<file path="src/rtl/apb_bridge_controller.sv">
`default_nettype none
// ============================================================================
// Module      : apb_bridge_controller
// Description : APB-side sequencing FSM of the AHB2APB bridge. Generates APB
//               setup/enable phases and Hreadyout from the slave interface's
//               decoded transfer and pipelined address/data registers.
//               Optional macro APB_PREADY_WAIT_EN adds Pready wait states.
// Revision    : 1.0 - initial release
// ============================================================================
module apb_bridge_controller #(
    parameter int ADDR_W = 32,
    parameter int DATA_W = 32,
    parameter int NSEL   = 3
) (
    input  logic              Hclk,
    input  logic              Hreset,
    input  logic              valid,
    input  logic              Hwrite,
    input  logic              Hwritereg,
    input  logic [ADDR_W-1:0] Haddr,
    input  logic [ADDR_W-1:0] Haddr1,
    input  logic [ADDR_W-1:0] Haddr2,
    input  logic [DATA_W-1:0] Hwdata,
    input  logic [DATA_W-1:0] Hwdata1,
    input  logic [NSEL-1:0]   tempselx,
    input  logic              Pready,
    output logic              Hreadyout,
    output logic              Pwrite,
    output logic              Penable,
    output logic [NSEL-1:0]   Pselx,
    output logic [ADDR_W-1:0] Paddr,
    output logic [DATA_W-1:0] Pwdata
);

    typedef enum logic [2:0] {
        ST_IDLE     = 3'd0,
        ST_WWAIT    = 3'd1,
        ST_READ     = 3'd2,
        ST_WRITE    = 3'd3,
        ST_WRITEP   = 3'd4,
        ST_RENABLE  = 3'd5,
        ST_WENABLE  = 3'd6,
        ST_WENABLEP = 3'd7
    } state_t;

    state_t            r_state;
    state_t            w_state_nxt;
    logic [NSEL-1:0]   r_sel_d1;
    logic [NSEL-1:0]   r_sel_d2;

    logic              r_hreadyout, w_hreadyout;
    logic              r_pwrite,    w_pwrite;
    logic              r_penable,   w_penable;
    logic [NSEL-1:0]   r_pselx,     w_pselx;
    logic [ADDR_W-1:0] r_paddr,     w_paddr;
    logic [DATA_W-1:0] r_pwdata,    w_pwdata;
    logic              w_stall;

`ifdef APB_PREADY_WAIT_EN
    // Enable phases present Hreadyout low until the peripheral completes
    localparam logic c_en_hready = 1'b0;

    assign w_stall = !Pready && ((r_state == ST_RENABLE) ||
                                 (r_state == ST_WENABLE) ||
                                 (r_state == ST_WENABLEP));
`else
    localparam logic c_en_hready = 1'b1;

    logic w_unused_pready;
    assign w_unused_pready = Pready;
    assign w_stall         = 1'b0;
`endif

    always_comb begin
        w_state_nxt = r_state;
        w_hreadyout = r_hreadyout;
        w_pwrite    = r_pwrite;
        w_penable   = r_penable;
        w_pselx     = r_pselx;
        w_paddr     = r_paddr;
        w_pwdata    = r_pwdata;

        case (r_state)
            ST_IDLE, ST_WENABLE, ST_RENABLE: begin
                if (!valid)
                    w_state_nxt = ST_IDLE;
                else if (Hwrite)
                    w_state_nxt = ST_WWAIT;
                else
                    w_state_nxt = ST_READ;
            end
            ST_WWAIT:  w_state_nxt = valid ? ST_WRITEP : ST_WRITE;
            ST_WRITE:  w_state_nxt = valid ? ST_WENABLEP : ST_WENABLE;
            ST_WRITEP: w_state_nxt = ST_WENABLEP;
            ST_WENABLEP: begin
                if (!Hwritereg)
                    w_state_nxt = ST_READ;
                else if (valid)
                    w_state_nxt = ST_WRITEP;
                else
                    w_state_nxt = ST_WRITE;
            end
            ST_READ:   w_state_nxt = ST_RENABLE;
            default:   w_state_nxt = ST_IDLE;
        endcase

        if (w_stall) begin
            w_state_nxt = r_state;
            w_hreadyout = 1'b0;
        end else begin
            // Outputs take the entry values of the state being entered
            case (w_state_nxt)
                ST_IDLE, ST_WWAIT: begin
                    w_pselx     = '0;
                    w_penable   = 1'b0;
                    w_hreadyout = 1'b1;
                end
                ST_READ: begin
                    w_paddr     = Haddr;
                    w_pselx     = tempselx;
                    w_pwrite    = 1'b0;
                    w_penable   = 1'b0;
                    w_hreadyout = 1'b0;
                end
                ST_WRITE, ST_WRITEP: begin
                    // After a pipelined enable the pending write sits one stage deeper
                    if (r_state == ST_WENABLEP) begin
                        w_paddr  = Haddr2;
                        w_pselx  = r_sel_d2;
                        w_pwdata = Hwdata1;
                    end else begin
                        w_paddr  = Haddr1;
                        w_pselx  = r_sel_d1;
                        w_pwdata = Hwdata;
                    end
                    w_pwrite    = 1'b1;
                    w_penable   = 1'b0;
                    w_hreadyout = (w_state_nxt == ST_WRITE);
                end
                default: begin
                    w_penable   = 1'b1;
                    w_hreadyout = c_en_hready;
                end
            endcase
        end
    end

    always_ff @(posedge Hclk or posedge Hreset) begin
        if (Hreset) begin
            r_state     <= ST_IDLE;
            r_sel_d1    <= '0;
            r_sel_d2    <= '0;
            r_hreadyout <= 1'b1;
            r_pwrite    <= 1'b0;
            r_penable   <= 1'b0;
            r_pselx     <= '0;
            r_paddr     <= '0;
            r_pwdata    <= '0;
        end else begin
            r_state     <= w_state_nxt;
            r_sel_d1    <= tempselx;
            r_sel_d2    <= r_sel_d1;
            r_hreadyout <= w_hreadyout;
            r_pwrite    <= w_pwrite;
            r_penable   <= w_penable;
            r_pselx     <= w_pselx;
            r_paddr     <= w_paddr;
            r_pwdata    <= w_pwdata;
        end
    end

    assign Hreadyout = r_hreadyout;
    assign Pwrite    = r_pwrite;
    assign Penable   = r_penable;
    assign Pselx     = r_pselx;
    assign Paddr     = r_paddr;
    assign Pwdata    = r_pwdata;

endmodule
`default_nettype wire

</file>
<file path="config.mk">
export PLATFORM = sky130hd
export DESIGN_NAME = apb_bridge_controller
export DESIGN_NICKNAME = d
export VERILOG_FILES = /design/src/rtl/apb_bridge_controller.sv
export SDC_FILE = /design/constraint.sdc
export NUM_CORES = 1
export LEC_CHECK = 0
export CORE_MARGIN = 1.5
export CORE_UTILIZATION = 42
export CTS_CLUSTER_DIAMETER = 200
export CTS_CLUSTER_SIZE = 25
export DETAILED_ROUTE_END_ITERATION = 10
export PLACE_DENSITY = 0.87
export SLEW_MARGIN = 40
export SYNTH_ARGS = -nofsm -noshare
export SYNTH_HDL_FRONTEND = slang
export SYNTH_SLANG_ARGS = --single-unit
</file>
<file path="constraint.sdc">
create_clock -name Hclk -period 4.6 [get_ports Hclk]
set_input_delay 0.92 -clock Hclk [delete_from_list [all_inputs] [get_ports Hclk]]
set_output_delay 0.92 -clock Hclk [all_outputs]
set_load 0.005 [all_outputs]
</file>
==> flow_summary.toml <==
[floorplanning]
ios = 239
die_h_um = 102.3
die_area_um2 = 10470
num_rows = 36
die_w_um = 102.3
initial_core_util_pct = 42.79
core_um2 = 9684

[timing]
final-hold-violation-count = 0
maxSlewViolCount = 0
tightest_slew_ns = 0.6953
setup_viol = 0
setup_tns_ns = 0
grt_setup_unrepaired = "no"
skew_ns = 0.007835
relSlewSlack_pct = 53.65
fmaxAchievable_mhz = 350.1
period_needed_ns = 2.857
fin_crit_sh_pct = 62.10

[critical_path]
worst-path-max-fanout = 33
end_kind = "flop"
r2r_start = "r_state[1]"
reg2reg_depth = 5
crit_required_ns = 4.84
reg2reg_slack_ns = 1.95
criticalPathCategory = "in -> reg"
startpoint = "Hwritereg"
cp-start-kind = "input port"
cp.arrival_ns = 3.10
r2r_end = "Paddr[3]"
crit_path_end = "Paddr[12]"

[grt]
grt_max_degree = 54
grt-ovfl-total = 0
grt_pass1_vias = 3831
antenna_found_initial = 0
grt_pass1_wl_um = 17920
grt_usage_pct = 22.56

[synthesis]
syn-cell-area_um2 = 4144
syn-instance-count = 396
synth_cell_types = 34
synthTopCellsByArea = "dfrtp_1, mux2i_1, mux2_2, a21oi_1, o21ai_0"
synth_fp_nets = 565
avgSynthCellArea_um2 = 10.46
seq_area_frac_synth_pct = 47.74
synth_warnings = 0
synth_top_cell_by_area = "dfrtp_1"
synth_seq_cells = 79
yosysTopAreaCellShare_pct = 47.10

[run]
max-cap-violations = 0

[finish]
ff_latch_area_um2 = 1978
final_cells = 755
final_cell_mix = "clkdlybuf4s50_1, dfrtp_1, mux2i_1"
mostFrequentLayoutCell = "clkdlybuf4s50_1"
final_layout_size_suffix_gt1_share_pct = 10.29
final_area_um2 = 6794
fillers = 730
nets = 786
diodes = 0
multi_input_area_um2 = 1988
area_growth_pct = 63.95
finish.utilization_pct = 70.16

[clocking]
cts_sinks = 79
h-tree-depth = 3
hold_buffers = 0
cts_buffer_depth = 2
clock_latency_ns = 0.35
clockRootBuffer = "clkbuf_8"
post_cts_buffers = 0
cts-buffers-inserted = 9
clk_pin_slew_ns = 0.08
cts-resized-gates = 0
cts_tree = "built"

[route]
route.antenna.remaining_nets = 0
routed-via-count = 3858
post_drt_via_cell_ratio = 5.110
post_drt_wl_per_cell_um = 16.10
drc = 0
first_pass_iters = 4
drt-initial-drc-count = 116
routed_wl_um = 12160

[placed_design]
port_buffers = 237
place.gp.congestion = 0.8156
dp.cells = 739
place_area_um2 = 6585
dpl.hpwl_um = 9221

[power_and_ir_drop]
power_mw = 3.951
power.density_nw_per_um2 = 581.5
ir_drop_mv = 0.2585
p_leak_nw = 3.093

[min_path]
min_path_type = "reg -> reg"

[outcome]
status = "completed"
==> layout make-up <==
cell class | instances | share of cell area, %
clock buffer | 13 | 2.486
clock inverter | 3 | 0.5893
inverter | 4 | 0.2947
multi-input combinational | 279 | 29.26
sequential | 79 | 29.12
tap | 133 | 2.449
timing repair buffer | 244 | 35.80
==> logic make-up (layout without fill, tap and decap cells) <==
family                 after synthesis  in the layout  share of synthesized area (%)
XOR/XNOR                             1              1                         0.2114
flip-flops                          79             79                          47.74
multiplexers                        96             96                          24.15
buffers and inverters               38            264                          4.921
AND/OR/NAND/NOR                     89             89                          10.36
AO/OA/AOI/OAI                       93             93                          12.62
==> per-layer routing <==
metal	GRT usage, %	up-vias	part of all wire, %
met5	0	-	0
met4	12.01	0	2.9
met3	7.387	30	10
met2	39.89	193	49
met1	23.82	1782	38
li1	-	1853	-
==> state kept, by name, indices dropped and copies added (netlist names) <==
name,cells
Pwdata,32
Paddr,32
Pselx,3
Penable,1
r_sel_d2,3
Hreadyout,1
r_sel_d1,3
Pwrite,1
r_state,3
==> where the power goes <==
part	switching, mW	internal [mW]
Clock	0.246	0.294
Sequential	0.238	1.03
Combinational	0.906	1.24
==> worst min path at each step <==
stage	slack (ns)	depth (start not counted)	start	to
finish	0.38	0	r_sel_d1[0]	r_sel_d2[0]
detailed placement	0.37	0	r_sel_d1[1]	r_sel_d2[1]
CTS	0.39	0	r_sel_d1[2]	r_sel_d2[2]
global placement	0.36	0	r_sel_d1[1]	r_sel_d2[1]
floorplan	0.35	0	r_sel_d1[0]	r_sel_d2[0]
global route	0.40	0	r_sel_d1[2]	r_sel_d2[2]
==> worst max-delay path: stages <==
cell	delay [ns]
clkdlybuf4s50_1	0.58
and4_1	0.49
or2_2	0.63
a21oi_1	0.15
mux2_2	0.30
==> through the flow <==
step / hold slack [ns] / setup slack, ns
finish: 0.3836 / 1.743
global route: 0.3981 / 1.644
CTS: 0.3854 / 1.760
detailed placement: 0.3661 / 1.385
global placement: 0.3565 / 1.082
floorplan: 0.3539 / 1.658
==> synth_stat cells, drive strengths merged <==
master  count
buf        23
o21a        3
mux2       32
nor2b       2
nor3b       1
and4        1
nand2b      4
a21o        1
dfstp       1
nand3       1
o22a        3
dfrtp      78
clkbuf     11
o22ai       2
inv         4
a211o       1
nand4       3
mux2i      64
nand3b      1
a21boi      1
xnor2       1
nor2        3
a21oi      42
o211ai      5
o21ai      35
or3b        1
nor3       33
or2         1
or3         2
nand2      36
Note: power is estimated with default switching activity, not from simulation.
